### src/rtl/thread_rf.sv
// thread_rf: per-thread register file for an X-block compute unit.
//
// Holds NUM_REGS registers of DATA_WIDTH bits. The top three are read-only
// identity registers (CU index, CU width, thread ID). Only the scheduler's
// cu_id_wen can rewrite the CU index register.
//
// Ports:
//   clk, reset        rising-edge clock, synchronous active-high reset
//   rf_enable         gates reads, writeback and cu_id_wen (not LSU returns)
//   cu_state          CU state code (DECODE=2, REQ=3, WRITEBACK=6 used here)
//   cu_id_wen, cu_id  scheduler load of register NUM_REGS-3
//   rs1/2/3_addr      read addresses, sampled in REQ when rf_ren is high
//   rd_addr           writeback destination
//   rf_ren, rf_wen    read strobe (REQ only), writeback strobe (WRITEBACK only)
//   wb_sel, imm,      writeback source select: 1=ALU, 2=sign-extended imm,
//   alu_out_data      3=load issue (marks rd pending, writes no data)
//   lsu_wen/waddr/    load return: writes data and clears pending; accepted
//   lsu_load_data     in any state
//   rs1/2/3_data      registered read data, one cycle after the REQ edge
//   stall             combinational: a source or rd is waiting on a load
//   ro_write_err      sticky: a write targeted the read-only region
module thread_rf #(
  parameter int DATA_WIDTH = 16,
  parameter int NUM_REGS   = 16,
  parameter int ADDR_WIDTH = 4,
  parameter int IMM_WIDTH  = 8,
  parameter int CU_IDX     = 0,
  parameter int CU_WIDTH   = 4,
  parameter int THREAD_ID  = 0
) (
  input  logic                  clk,
  input  logic                  reset,
  input  logic                  rf_enable,
  input  logic [3:0]            cu_state,
  input  logic                  cu_id_wen,
  input  logic [DATA_WIDTH-1:0] cu_id,
  input  logic [ADDR_WIDTH-1:0] rs1_addr,
  input  logic [ADDR_WIDTH-1:0] rs2_addr,
  input  logic [ADDR_WIDTH-1:0] rs3_addr,
  input  logic [ADDR_WIDTH-1:0] rd_addr,
  input  logic                  rf_ren,
  input  logic                  rf_wen,
  input  logic [1:0]            wb_sel,
  input  logic [IMM_WIDTH-1:0]  imm,
  input  logic [DATA_WIDTH-1:0] alu_out_data,
  input  logic                  lsu_wen,
  input  logic [ADDR_WIDTH-1:0] lsu_waddr,
  input  logic [DATA_WIDTH-1:0] lsu_load_data,
  output logic [DATA_WIDTH-1:0] rs1_data,
  output logic [DATA_WIDTH-1:0] rs2_data,
  output logic [DATA_WIDTH-1:0] rs3_data,
  output logic                  stall,
  output logic                  ro_write_err
);

  localparam logic [3:0] ST_DECODE = 4'd2;
  localparam logic [3:0] ST_REQ    = 4'd3;
  localparam logic [3:0] ST_WB     = 4'd6;

  // One extra bit so NUM_REGS itself is representable for range checks.
  localparam logic [ADDR_WIDTH:0] NREGS_X = (ADDR_WIDTH+1)'(NUM_REGS);
  localparam logic [ADDR_WIDTH:0] RO_BASE = (ADDR_WIDTH+1)'(NUM_REGS-3);

  localparam logic [DATA_WIDTH-1:0] CU_IDX_V    = DATA_WIDTH'(CU_IDX);
  localparam logic [DATA_WIDTH-1:0] CU_WIDTH_V  = DATA_WIDTH'(CU_WIDTH);
  localparam logic [DATA_WIDTH-1:0] THREAD_ID_V = DATA_WIDTH'(THREAD_ID);

  logic [DATA_WIDTH-1:0] regs [NUM_REGS];
  logic [NUM_REGS-1:0]   pending;

  function automatic logic in_range(input logic [ADDR_WIDTH-1:0] a);
    return {1'b0, a} < NREGS_X;
  endfunction

  function automatic logic is_ro(input logic [ADDR_WIDTH-1:0] a);
    return ({1'b0, a} >= RO_BASE) && in_range(a);
  endfunction

  function automatic logic is_pending(input logic [ADDR_WIDTH-1:0] a);
    return in_range(a) && pending[a];
  endfunction

  function automatic logic [DATA_WIDTH-1:0] sext_imm(input logic [IMM_WIDTH-1:0] v);
    return {{(DATA_WIDTH-IMM_WIDTH){v[IMM_WIDTH-1]}}, v};
  endfunction

  logic lsu_ok, lsu_ro, wb_act, wb_ok, wb_ro, rd_fire;

  assign lsu_ok  = lsu_wen && in_range(lsu_waddr) && !is_ro(lsu_waddr);
  assign lsu_ro  = lsu_wen && is_ro(lsu_waddr);
  assign wb_act  = rf_enable && rf_wen && (cu_state == ST_WB) && (wb_sel != 2'd0);
  assign wb_ok   = wb_act && in_range(rd_addr) && !is_ro(rd_addr);
  assign wb_ro   = wb_act && is_ro(rd_addr);
  assign rd_fire = rf_enable && rf_ren && (cu_state == ST_REQ);

  // A same-cycle load return to the read address is forwarded so the read
  // sees the value that lands at this edge.
  function automatic logic [DATA_WIDTH-1:0] read_val(input logic [ADDR_WIDTH-1:0] a);
    if (lsu_ok && (lsu_waddr == a)) return lsu_load_data;
    if (in_range(a))                return regs[a];
    return '0;
  endfunction

  assign stall = rf_enable
              && ((cu_state == ST_DECODE) || (cu_state == ST_REQ))
              && (is_pending(rs1_addr) || is_pending(rs2_addr)
               || is_pending(rs3_addr) || is_pending(rd_addr));

  // Register array and scoreboard. The LSU update comes first so a
  // same-address pipeline write overrides it: ALU/imm data wins (pending
  // stays cleared by the LSU), a load issue re-arms pending.
  always_ff @(posedge clk) begin
    if (reset) begin
      for (int i = 0; i < NUM_REGS; i++) begin
        if (i == NUM_REGS-3)      regs[i] <= CU_IDX_V;
        else if (i == NUM_REGS-2) regs[i] <= CU_WIDTH_V;
        else if (i == NUM_REGS-1) regs[i] <= THREAD_ID_V;
        else                      regs[i] <= '0;
      end
      pending      <= '0;
      ro_write_err <= 1'b0;
    end else begin
      if (lsu_ok) begin
        regs[lsu_waddr]    <= lsu_load_data;
        pending[lsu_waddr] <= 1'b0;
      end
      if (wb_ok) begin
        case (wb_sel)
          2'd1:    regs[rd_addr]    <= alu_out_data;
          2'd2:    regs[rd_addr]    <= sext_imm(imm);
          2'd3:    pending[rd_addr] <= 1'b1;
          default: ;
        endcase
      end
      if (rf_enable && cu_id_wen) regs[NUM_REGS-3] <= cu_id;
      if (lsu_ro || wb_ro)        ro_write_err     <= 1'b1;
    end
  end

  // Read ports: one-cycle latency, hold when not fired.
  always_ff @(posedge clk) begin
    if (reset) begin
      rs1_data <= '0;
      rs2_data <= '0;
      rs3_data <= '0;
    end else if (rd_fire) begin
      rs1_data <= read_val(rs1_addr);
      rs2_data <= read_val(rs2_addr);
      rs3_data <= read_val(rs3_addr);
    end
  end

endmodule

### config.mk
export PLATFORM = sky130hd
export DESIGN_NAME = thread_rf
export DESIGN_NICKNAME = d
export VERILOG_FILES = /design/src/rtl/thread_rf.sv
export SDC_FILE = /design/constraint.sdc
export NUM_CORES = 1
export LEC_CHECK = 0
export CAP_MARGIN = 15
export CORE_UTILIZATION = 44
export CTS_CLUSTER_SIZE = 8
export DETAILED_ROUTE_END_ITERATION = 12
export GPL_TIMING_DRIVEN = 0
export PLACE_DENSITY = 0.66
export SLEW_MARGIN = 40
export SYNTH_ARGS = -nofsm -noshare
export SYNTH_HDL_FRONTEND = slang
export SYNTH_SLANG_ARGS = --single-unit
### constraint.sdc
create_clock -name clk -period 6.34 [get_ports clk]
set_input_delay 1.268 -clock clk [delete_from_list [all_inputs] [get_ports clk]]
set_output_delay 1.268 -clock clk [all_outputs]
set_load 0.005 [all_outputs]
==> results.toml, run 1 <==
[run_status]
run_status = "complete, no violations"

[timing]
max_transition_viols_final = 0
maxSlewHeadroom = 0.388
setup_repair_after_global_routing_missed_its_margin = "false"
max_clock_freq_mhz = 181
worst_pin_slew_ns = 0.912
report.final.hold_viol_count = 0
setup_viol_count_final = 0
fin_tns_setup_ns = 0
layout_worst_path_cycle_share = 0.869
finalClockSkew_ns = 0.0252
finalCriticalPeriod_ns = 5.51

[place]
finalWeightedCongestion = 1.00
dpl-instance-area_sq_um = 21600
place_hpwl_um = 60800
io_buffer_count = 106

[clock_tree]
clockBufferDepth = 3
cts.clk_slew.worst_paths_ns = 0.05
clock-sinks = 321
post_cts_buffers = 0
clock_tree_from_tritoncts = "done"
htreeDepth = 2
ctsRootBufferMaster = "sky130_fd_sc_hd__clkbuf_16"
clk_latency_ns = 0.59
cts_buffers = 46
cts.repair.resized = 0
cts_hold_buf = 0

[worst_setup_path]
cp_slowest_stage_delay_ns = 0.54
rr_worst_depth = 4
ff2ff_setup_slack_ns = 4.19
worst_path_cell_with_the_longest_stage_delay = "sky130_fd_sc_hd__clkbuf_2"
crit_path_end_kind = "primary output"
timing.setup.critical_path_class = "input port to primary output"
path_common_cell = "sky130_fd_sc_hd__clkbuf_2"
worst_path_dominant_cell_family = "buffers and inverters"
critical_path.max_fanout = 10
reg2reg_from = "regs[15][15]"
timing.critical_path.cells = "clkbuf_1, clkbuf_2, clkbuf_2, nand3b_1, nand4_1, nor4_1, a31oi_1, clkdlybuf4s50_1"
critical_path.reg2reg.endpoint = "rs3_data[15]"
critical_path_arrival_ns = 4.24
combined_buffer_and_inverter_count_along_the_critical_path = 4
worstPathRequired_ns = 5.07
crit_path_start_kind = "input port"
setup.worst_path.start = "rs1_addr[1]"

[yosys]
synth.ff_latch_count = 321
ys_top_cells_by_count = "sky130_fd_sc_hd__edfxtp_1 (256), sky130_fd_sc_hd__mux4_2 (207), sky130_fd_sc_hd__o21ai_0 (138)"
ys_warn_count = 0
asr_flop_ratio_synth = 0
yosys.cell_count.top_type = "sky130_fd_sc_hd__edfxtp_1"
most_used_flip_flop_cell_after_synthesis = "sky130_fd_sc_hd__edfxtp_1"
netlist.top_cell.by_area = "sky130_fd_sc_hd__edfxtp_1"
synth_area_sq_um = 19600
yosysSeqAreaShare = 0.460
synthDistinctLibCells = 52
netlist.area_leader.share = 0.393
syn_area_per_cell_sq_um = 13.4
synthesis.instances = 1461
synthTopCellsByArea = "sky130_fd_sc_hd__edfxtp_1 (39%), sky130_fd_sc_hd__mux4_2 (24%), sky130_fd_sc_hd__dfxtp_1 (6.7%)"
count_of_flip_flops_with_a_built_in_enable_after_synthesis = 256

[global_routing]
vias_in_the_first_global_route = 15900
grt_antenna_before_repair = 1
grt_remaining_overflow = 0
grt_first_pass_wirelength_um = 113000
grt_start_max_net_pins = 17
grt_util_all_layers = 0.360

[cells_and_area]
area.growth.synth_to_final_pct = 17.5
utilization = 0.529
multiInputGateArea_sq_um = 9870
design_area_sq_um = 23000
post_route_cells_drive_above_1_share = 0.232
fin_nets = 1748
num-fill-cells = 3735
n_antenna_cell = 0
layout.area.seq_sq_um = 8990

[drt]
initialDrtViolationCount = 2202
route.antenna.remaining_nets = 0
firstDrtPassIters = 6
detail_route.wl_per_cell_um = 35.1
route.detailed.vias_per_inst = 7.11
total_wirelength_of_the_detailed_routed_design_um = 80200
drc = 0
num_vias = 16200

[pwr]
peakVddDrop_uv = 171
power.total_w = 0.00567
p_leak_nw = 7.33
power_density_nw_per_um2 = 247

[floorplan]
design.core.area_sq_um = 43500
dieArea_sq_um = 45300
core.rowCount = 76
die_height_um = 213
effective_utilization_at_floorplan = 0.450
top_level_ports = 139
die-width_um = 213

[hold_path]
worst_hold_path_type = "flop to flop"
hp-start = "rs1_data[11]"
worstHoldEndpoint = "rs1_data[11]"
min_path_cells = 2

[run]
cap_viol_max_count = 0
worst max path at each step:
stage | to | slack (ns) | cells after the start
5_1_grt | stall | 0.74 | 8
2_1_floorplan | stall | 2.26 | 6
3_5_place_dp | stall | 0.65 | 8
6_report | stall | 0.83 | 8
4_1_cts | stall | 0.59 | 8
3_3_place_gp | stall | 0.32 | 8
per-stage QoR:
step | hold WS (ns) | cells | setup slack (ns)
finish | 0.486 | 2281 | 0.829
global placement | 0.479 | 2182 | 0.317
detailed placement | 0.470 | 2193 | 0.645
CTS | 0.493 | 2278 | 0.592
floorplan | 0.457 | 1491 | 2.26
global route | 0.523 | 2281 | 0.735
cell type report:
cell class	instances	share of cell area
multi-input cells	973	0.429
flip-flops and latches	321	0.391
clock buffers	80	0.0557
repair buffers	120	0.0515
plain buffers	196	0.0382
well taps	585	0.0319
clock inverters	5	0.00185
inverters	1	0.000163
where the power goes:
part | leakage [nW] | internal (W) | total (W) | switching, W
combinational | 3.71 | 0.000361 | 0.000856 | 0.000494
clock | 0.628 | 0.00136 | 0.00233 | 0.000976
sequential | 2.99 | 0.00239 | 0.00248 | 0.0000841
flip-flops by register name, indices dropped and copies added, names as in the netlist:
signal        cells
ro_write_err      1
rs2_data         16
pending          16
rs3_data         16
rs1_data         16
regs            256
worst register-to-register path, delay by kind of cell, from the launching register on:
| kind | cells | cell delay [ns] |
|---|---|---|
| flip-flops | 1 | 0.40 |
| AO/OA/AOI/OAI | 3 | 1.08 |
| multiplexers | 1 | 0.51 |
layout by cell type, fill, tap and decap left out, drive strengths merged, types with 6 or more instances in the layout:
master | Yosys | layout
xnor2 | 7 | 7
a21oi | 15 | 15
a22o | 48 | 48
edfxtp | 256 | 256
nor2 | 29 | 29
a221oi | 48 | 48
dfxtp | 65 | 65
buf | 80 | 92
clkbuf | 116 | 198
nand3b | 17 | 17
nor3b | 10 | 10
and2 | 20 | 20
o2bb2ai | 96 | 96
a22oi | 58 | 58
o21ai | 163 | 163
mux2i | 8 | 8
nand4 | 17 | 17
clkdlybuf4s50 | 0 | 106
xor2 | 6 | 6
nor2b | 15 | 15
conb | 2 | 32
nor3 | 7 | 7
mux4 | 207 | 207
nand2 | 20 | 20
nand3 | 120 | 120
cells by family (layout without fill, tap and decap cells):
| group | count (synthesis) | after routing | synth area share |
|---|---|---|---|
| other cells | 2 | 32 | 0.000384 |
| simple gates | 271 | 271 | 0.0820 |
| buf+inv | 197 | 402 | 0.0444 |
| xor+xnor | 13 | 13 | 0.00582 |
| flops | 321 | 321 | 0.460 |
| mux | 220 | 220 | 0.246 |
| compound gates | 437 | 437 | 0.162 |
per-layer routing:
| metal | track usage | wire (um) |
|---|---|---|
| met5 | 0 | 0 |
| met3 | 0.0699 | 8130 |
| met4 | 0.235 | 6080 |
| met1 | 0.461 | 29300 |
| met2 | 0.559 | 36700 |
Note: power is estimated with default switching activity, not from simulation.
==> inputs of run 2 (changes only) <==
- CTS_CLUSTER_DIAMETER: unset -> 120
==> results.toml, run 2 (synthesized netlist as in run 1, its figures left out) <==
[pwr]
p_sw_frac = 0.276
net-switching-power_w = 0.00157
power_density_nw_per_um2 = 247
seq_power_share = 0.436
power.total_w = 0.00568
p_int_w = 0.00411
clock_power_share = 0.414
p_leak_nw = 7.32
peakVddDrop_uv = 163
combPwrFrac = 0.151

[drt]
total_wirelength_of_the_detailed_routed_design_um = 80300
route.detailed.vias_per_inst = 7.10
num_vias = 16200
detail_route.wl_per_cell_um = 35.2
route.antenna.remaining_nets = 0
firstDrtPassIters = 5
initialDrtViolationCount = 2131
drc = 0

[timing]
worst_pin_slew_ns = 0.946
finalClockSkew_ns = 0.0229
setup_viol_count_final = 0
layout_worst_path_cycle_share = 0.874
max_clock_freq_mhz = 180
report.final.hold_viol_count = 0
finalHoldWorstSlack_ns = 0.486
fin_tns_setup_ns = 0
maxSlewHeadroom = 0.370
finalCriticalPeriod_ns = 5.54
setup_repair_after_global_routing_missed_its_margin = "false"
max_transition_viols_final = 0

[clock_tree]
ctsRootBufferMaster = "sky130_fd_sc_hd__clkbuf_16"
clk_latency_ns = 0.60
clockBufferDepth = 3
cts_buffers = 46
cts_hold_buf = 0
cts.repair.resized = 0
cts.clk_slew.worst_paths_ns = 0.05
post_cts_buffers = 0
clock_tree_from_tritoncts = "done"
clock-sinks = 321
htreeDepth = 2

[cells_and_area]
largest_register_ff_count = 256
fin_nets = 1748
area.growth.synth_to_final_pct = 17.5
n_antenna_cell = 0
registers.top_by_ff_count = "regs"
layout_commonest_cell = "sky130_fd_sc_hd__edfxtp_1"
most-common-layout-cells = "sky130_fd_sc_hd__edfxtp_1 (256), sky130_fd_sc_hd__mux4_2 (207), sky130_fd_sc_hd__clkbuf_1 (142)"
post_route_cells_drive_above_1_share = 0.232
num-fill-cells = 3734
fin_cells = 2280

[floorplan]
design.core.area_sq_um = 43500
top_level_ports = 139
core.rowCount = 76
die-width_um = 213
dieArea_sq_um = 45300
effective_utilization_at_floorplan = 0.450
die_height_um = 213

[place]
placed_cells_incl_taps = 2193
place_hpwl_um = 60800
io_buffer_count = 106
finalWeightedCongestion = 1.00

[hold_path]
worst_hold_path_type = "flop to flop"
min_path_cells = 2

[worst_setup_path]
timing.setup.critical_path_class = "input port to primary output"
crit_path_end_kind = "primary output"
critical_path_arrival_ns = 4.27
critical_path.max_fanout = 10
worstPathRequired_ns = 5.07
crit_path_start_kind = "input port"
rr_worst_depth = 4

[run]
cap_viol_max_count = 0

[global_routing]
grt_start_max_net_pins = 17
vias_in_the_first_global_route = 15900
grt_util_all_layers = 0.360
grt_first_pass_wirelength_um = 113000
grt_remaining_overflow = 0
grt_antenna_before_repair = 1

[run_status]
run_status = "complete, no violations"
## run 2: final cells by class
cell class                 instances  area [sq um]  area share
buffer                           196           877      0.0382
clock buffer                      80          1280      0.0557
clock inverter                     4          42.5     0.00185
inverter                           1          3.75    0.000163
multi-input combinational        973          9870       0.429
sequential                       321          8990       0.391
tap                              585           732      0.0319
timing repair buffer             120          1180      0.0515
## run 2: worst paths after layout
check / start / endpoint / slack [ns]
worst min-delay path: rs1_data[11] / rs1_data[11] / 0.49
worst max register to register: regs[15][14] / rs1_data[14] / 4.19
worst min register to register: rs1_data[11] / rs1_data[11] / 0.49
worst max-delay path: rs2_addr[1] / stall / 0.80
## run 2: layer usage
metal  vias to the layer above  track usage  wire (um)
li1                       6487            -          -
met2                      1274        0.558      36500
met3                       268       0.0788       8560
met4                         0        0.242       6260
met1                      8164        0.455      29000
met5                         -            0          0
## run 2: worst max-delay path, cell delays in order
cell	delay (ns)
sky130_fd_sc_hd__clkbuf_1	0.67
sky130_fd_sc_hd__buf_2	0.51
sky130_fd_sc_hd__clkbuf_2	0.45
sky130_fd_sc_hd__nand3_1	0.13
sky130_fd_sc_hd__a21oi_1	0.18
sky130_fd_sc_hd__nor4_1	0.09
sky130_fd_sc_hd__a31oi_1	0.38
sky130_fd_sc_hd__clkdlybuf4s50_1	0.59
## run 2: power by group through the flow
stage                     Clock (W)  Sequential, W  Combinational (W)
final                       0.00235        0.00248           0.000856
after detailed placement          0        0.00252           0.000828
after global routing        0.00242        0.00249           0.000874
after floorplan                   0        0.00248           0.000512
after CTS                   0.00234        0.00247           0.000831
after global placement            0        0.00250           0.000814
## run 2: through the flow
stage	utilization	worst slack (ns)	instance area (sq um)
2_1_floorplan	-	2.26	19700
3_3_place_gp	0.494	0.317	21500
3_5_place_dp	0.497	0.645	21600
4_1_cts	0.528	0.592	22900
5_1_grt	0.529	0.735	23000
6_report	0.529	0.800	23000
==> inputs of run 3 (changes only) <==
- ABC_AREA: unset -> 0
- CTS_CLUSTER_DIAMETER: 120 -> 200
- clock period: 6.34 -> 5.28 ns (I/O delays scaled with it)
==> results.toml, run 3 (synthesized netlist as in run 1, its figures left out) <==
[place]
io_buffer_count = 106
finalWeightedCongestion = 1.00
place_hpwl_um = 60800
placed_cells_incl_taps = 2193

[global_routing]
grt_first_pass_wirelength_um = 113000
grt_remaining_overflow = 0
vias_in_the_first_global_route = 15800
grt_start_max_net_pins = 20
grt_antenna_before_repair = 1
grt_util_all_layers = 0.360

[timing]
setup_viol_count_final = 0
fin_tns_setup_ns = 0
max_transition_viols_final = 0
worst_pin_slew_ns = 0.934
finalCriticalPeriod_ns = 4.97
finalClockSkew_ns = 0.0259
setup_repair_after_global_routing_missed_its_margin = "false"
layout_worst_path_cycle_share = 0.941
finalHoldWorstSlack_ns = 0.485
report.final.hold_viol_count = 0
maxSlewHeadroom = 0.378
max_clock_freq_mhz = 201

[clock_tree]
clk_latency_ns = 0.60
ctsRootBufferMaster = "sky130_fd_sc_hd__clkbuf_16"
cts.clk_slew.worst_paths_ns = 0.05
cts_buffers = 46
htreeDepth = 2
clock-sinks = 321
clock_tree_from_tritoncts = "done"
clockBufferDepth = 3
cts.repair.resized = 0

[floorplan]
design.core.area_sq_um = 43500
die-width_um = 213
core.rowCount = 76
effective_utilization_at_floorplan = 0.450
top_level_ports = 139
die_height_um = 213
dieArea_sq_um = 45300

[pwr]
p_leak_nw = 7.32
p_sw_frac = 0.276
power_density_nw_per_um2 = 297
net-switching-power_w = 0.00188
peakVddDrop_uv = 193
combPwrFrac = 0.150
seq_power_share = 0.436
p_int_w = 0.00494
clock_power_share = 0.414

[cells_and_area]
fin_nets = 1746
largest_register_ff_count = 256
registers.top_by_ff_count = "regs"
post_route_cells_drive_above_1_share = 0.231
multiInputGateArea_sq_um = 9870
fin_cells = 2278
layout_commonest_cell = "sky130_fd_sc_hd__edfxtp_1"
n_antenna_cell = 0
layout.area.seq_sq_um = 8990
utilization = 0.528
most-common-layout-cells = "sky130_fd_sc_hd__edfxtp_1 (256), sky130_fd_sc_hd__mux4_2 (207), sky130_fd_sc_hd__clkbuf_1 (142)"
area.growth.synth_to_final_pct = 17.4
num-fill-cells = 3732

[worst_setup_path]
critical_path.max_fanout = 10
worstPathRequired_ns = 4.22
crit_path_end_kind = "primary output"
capturing_instance_or_port_of_the_critical_path = "stall"
worst_path_cell_with_the_longest_stage_delay = "sky130_fd_sc_hd__mux4_2"
ff2ff_setup_slack_ns = 3.11
critical_path_arrival_ns = 3.91
combined_buffer_and_inverter_count_along_the_critical_path = 3
reg2reg_from = "regs[13][15]"
timing.critical_path.cells = "clkbuf_1, buf_2, mux4_2, mux2_2, a211oi_1, a31oi_1, clkdlybuf4s50_1"
timing.setup.critical_path_class = "input port to primary output"
setup.worst_path.start = "rs3_addr[0]"
crit_path_start_kind = "input port"
critical_path_cell_count = 7
worst_path_dominant_cell_family = "buffers and inverters"
rr_worst_depth = 4
critical_path.reg2reg.endpoint = "rs3_data[15]"
cp_slowest_stage_delay_ns = 0.58

[drt]
initialDrtViolationCount = 2189
route.antenna.remaining_nets = 0
total_wirelength_of_the_detailed_routed_design_um = 80000
drc = 0
num_vias = 16200
firstDrtPassIters = 6
detail_route.wl_per_cell_um = 35.1
route.detailed.vias_per_inst = 7.11

[hold_path]
worst_hold_path_type = "flop to flop"

[run_status]
run_status = "complete, no violations"

[run]
cap_viol_max_count = 0
run 3: timing repair:
item,4_1_cts,5_1_grt
endpoints found under the setup margin,1,0
setup buffers,0,0
hold buffers,0,0
run 3: routing by layer:
metal  global-route usage  part of all wire
met4                0.237             0.079
met3               0.0728             0.099
met2                0.557              0.46
met1                0.460              0.37
met5                    0                 0
run 3: worst min path at each step:
stage	slack [ns]	endpoint	depth (start not counted)	startpoint
6_report	0.49	rs1_data[11]	2	rs1_data[11]
5_1_grt	0.52	rs3_data[8]	2	rs3_data[8]
4_1_cts	0.49	ro_write_err	2	ro_write_err
3_5_place_dp	0.47	ro_write_err	2	ro_write_err
3_3_place_gp	0.48	rs1_data[6]	2	rs1_data[6]
2_1_floorplan	0.46	ro_write_err	2	ro_write_err
run 3: metrics by stage:
step / total power, W / worst slack (ns) / area [sq um]
2_1_floorplan: 0.00359 / 1.63 / 19700
3_3_place_gp: 0.00398 / -0.319 / 21500
3_5_place_dp: 0.00402 / 0.00917 / 21600
4_1_cts: 0.00678 / 0.300 / 22900
5_1_grt: 0.00694 / 0.206 / 23000
6_report: 0.00682 / 0.310 / 23000
run 3: power groups by stage:
stage | Combinational, W | Sequential [W] | Clock, W
detailed placement | 0.000995 | 0.00302 | 0
global placement | 0.000978 | 0.00301 | 0
CTS | 0.000997 | 0.00297 | 0.00281
finish | 0.00102 | 0.00297 | 0.00282
global route | 0.00105 | 0.00299 | 0.00290
floorplan | 0.000615 | 0.00298 | 0
run 3: cell type report:
cell class                      instances  share of cell area
Multi-Input combinational cell        973               0.430
Sequential cell                       321               0.391
Clock buffer                           80              0.0557
Timing Repair Buffer                  120              0.0515
Buffer                                194              0.0378
Tap cell                              585              0.0319
Clock inverter                          4             0.00185
Inverter                                1            0.000163
run 3: worst register-to-register path: stages (launching register included):
cell and delay (ns):
sky130_fd_sc_hd__edfxtp_1 0.42, sky130_fd_sc_hd__mux4_2 0.50, sky130_fd_sc_hd__a22o_1 0.32, sky130_fd_sc_hd__a221oi_1 0.60, sky130_fd_sc_hd__o21ai_0 0.17
==> edit, RTL diff (settings of run 3) <==
Change the parameter `IMM_WIDTH` from 8 to 10.
--- a/src/rtl/thread_rf.sv
+++ b/src/rtl/thread_rf.sv
@@ -23,7 +23,7 @@
   parameter int DATA_WIDTH = 16,
   parameter int NUM_REGS   = 16,
   parameter int ADDR_WIDTH = 4,
-  parameter int IMM_WIDTH  = 8,
+  parameter int IMM_WIDTH  = 10,
   parameter int CU_IDX     = 0,
   parameter int CU_WIDTH   = 4,
   parameter int THREAD_ID  = 0
Interface: changed (resized imm); port bits go from 139 to 141. No check against the original RTL was run, so the function may have changed too.
==> edit against run 3 <==
Area after synthesis barely moved. Sequential cell count did not move. Via count rose by 0.79%. Routed wire length rose by 5.5%. Sequential power barely moved. Design area rose by 0.40%. Power rose by 0.44%. Setup slack got worse by 120 ps.
==> edit: results (changes against run 3) <==
[status]
run_status=finished clean  ; unchanged

[power]
p_clk_share_pct=41.1  ; was 41.4%
comb_cell_power_mw=1.06  ; was 1.02 mW
p_per_area_nw_per_um2=297.2  ; was 297.1 nW/um2
power.leakage_nw=7.472  ; was 7.315 nW
p_sw_share_pct=27.78  ; was 27.58%
vdd.ir_drop.worst_v=0.0001895  ; was 0.0001928 V

[cells_and_area]
area_of_the_multi_input_gates_um2=9842  ; was 9866 um2
sequential_cell_count=321  ; unchanged
max_reg_flops=256  ; unchanged
antenna_cells_inserted=0  ; unchanged
drive_above_1_share_pct=23.15  ; was 23.10%
register_share_of_the_cell_area_pct=38.99  ; was 39.15%
nets=1756  ; was 1746
final-clk-cell-share_pct=5.748  ; was 5.754%
n_all_buffers=325  ; was 314
layout.comb_gates.multi_input=969  ; was 973
filler_cell_count=3737  ; was 3732
num-clock-buffers=81  ; was 80
non_clock_buffer_area_share_pct=9.357  ; was 8.926%
nonClockInverterCount=2  ; was 1
final_design_area_no_fill_um2=23050  ; was 22960 um2
regMostFlops=regs  ; unchanged

[setup_path]
arrival_ps=4030  ; was 3910 ps

[clock_network]
cts_inserted_buffers=46  ; unchanged
clk_pin_slew_ps=50  ; about the same
post_cts_resized=0  ; unchanged

[sta]
fin_worst_skew_ps=22.90  ; was 25.94 ps
maxSlewHeadroom_pct=34.94  ; was 37.75%

[logic_synthesis]
synth-async-reset-ratio_pct=0  ; unchanged
count_of_different_cell_masters_after_synthesis=49  ; was 52
synthCells=1457  ; was 1461
post_synth_fa_ha_maj_area_fraction_pct=0  ; unchanged
synth_compound_gate_area_share_pct=15.59  ; was 16.16%
seq_area_frac_synth_pct=46.02  ; was 45.98%
synthTopCellsByCount=sky130_fd_sc_hd__edfxtp_1, sky130_fd_sc_hd__mux4_2, sky130_fd_sc_hd__o21ai_0  ; unchanged
yosysMostFrequentCell=sky130_fd_sc_hd__edfxtp_1  ; unchanged
yosys.area_share.xor_xnor_pct=0.5829  ; was 0.5824%
yosys-mux-area-fraction_pct=25.57  ; was 24.61%
synth_top_cells_by_area=sky130_fd_sc_hd__edfxtp_1, sky130_fd_sc_hd__mux4_2, sky130_fd_sc_hd__dfxtp_1  ; unchanged
synth_enable_flop_cells=256  ; unchanged

[placed_design]
total_half_perimeter_wirelength_after_legalization_and_detailed_placement_um=62480  ; was 60800 um
detailed_place.area_um2=21710  ; was 21620 um2
placedCellCount=2201  ; was 2193
placement.setup.worst_slack_ps=317.2  ; was 9.172 ps
port_buffers=108  ; was 106
place_congestion=1.001  ; was 1.003

[hold_path]
hp-class=reg -> reg  ; unchanged

[route]
detail_route.iter0.violations=2919  ; was 2189
routedWlPerCell_um=36.90  ; was 35.13 um
via_total_after_detailed_routing=16328  ; was 16200
post_drt_via_cell_ratio=7.139  ; was 7.112

[floorplanning]
dieWidth_um=212.7  ; was 212.8 um

[global_routing]
grt_usage_pct=37.87  ; was 35.96%
pin_count_of_the_biggest_net_entering_global_routing=17  ; was 20
initial_antenna_violation_count=1  ; unchanged
grt_first_pass_wirelength_um=117200  ; was 112700 um

==> edit: worst max-delay path, cell delays in order <==
cell                              delay (ps)
sky130_fd_sc_hd__clkbuf_1                470
sky130_fd_sc_hd__buf_2                   570
sky130_fd_sc_hd__buf_2                   520
sky130_fd_sc_hd__mux4_2                  570
sky130_fd_sc_hd__a32oi_1                 190
sky130_fd_sc_hd__a311oi_1                160
sky130_fd_sc_hd__clkdlybuf4s50_1         490
==> edit: path summary, 6_finish.rpt <==
check,slack [ps],startpoint,to
max reg2reg,3000,regs[15][4],rs3_data[4]
max,190,rs2_addr[0],stall
min reg2reg,490,rs3_data[7],rs3_data[7]
min,490,rs3_data[7],rs3_data[7]
==> edit: metal layers <==
layer / global-route usage, % / up-vias / wire, um
met5: 0 / - / 11
met4: 24.66 / 2 / 6327
met3: 11.03 / 294 / 10670
met2: 58.49 / 1427 / 37960
met1: 46.44 / 8130 / 29410
li1: - / 6475 / -
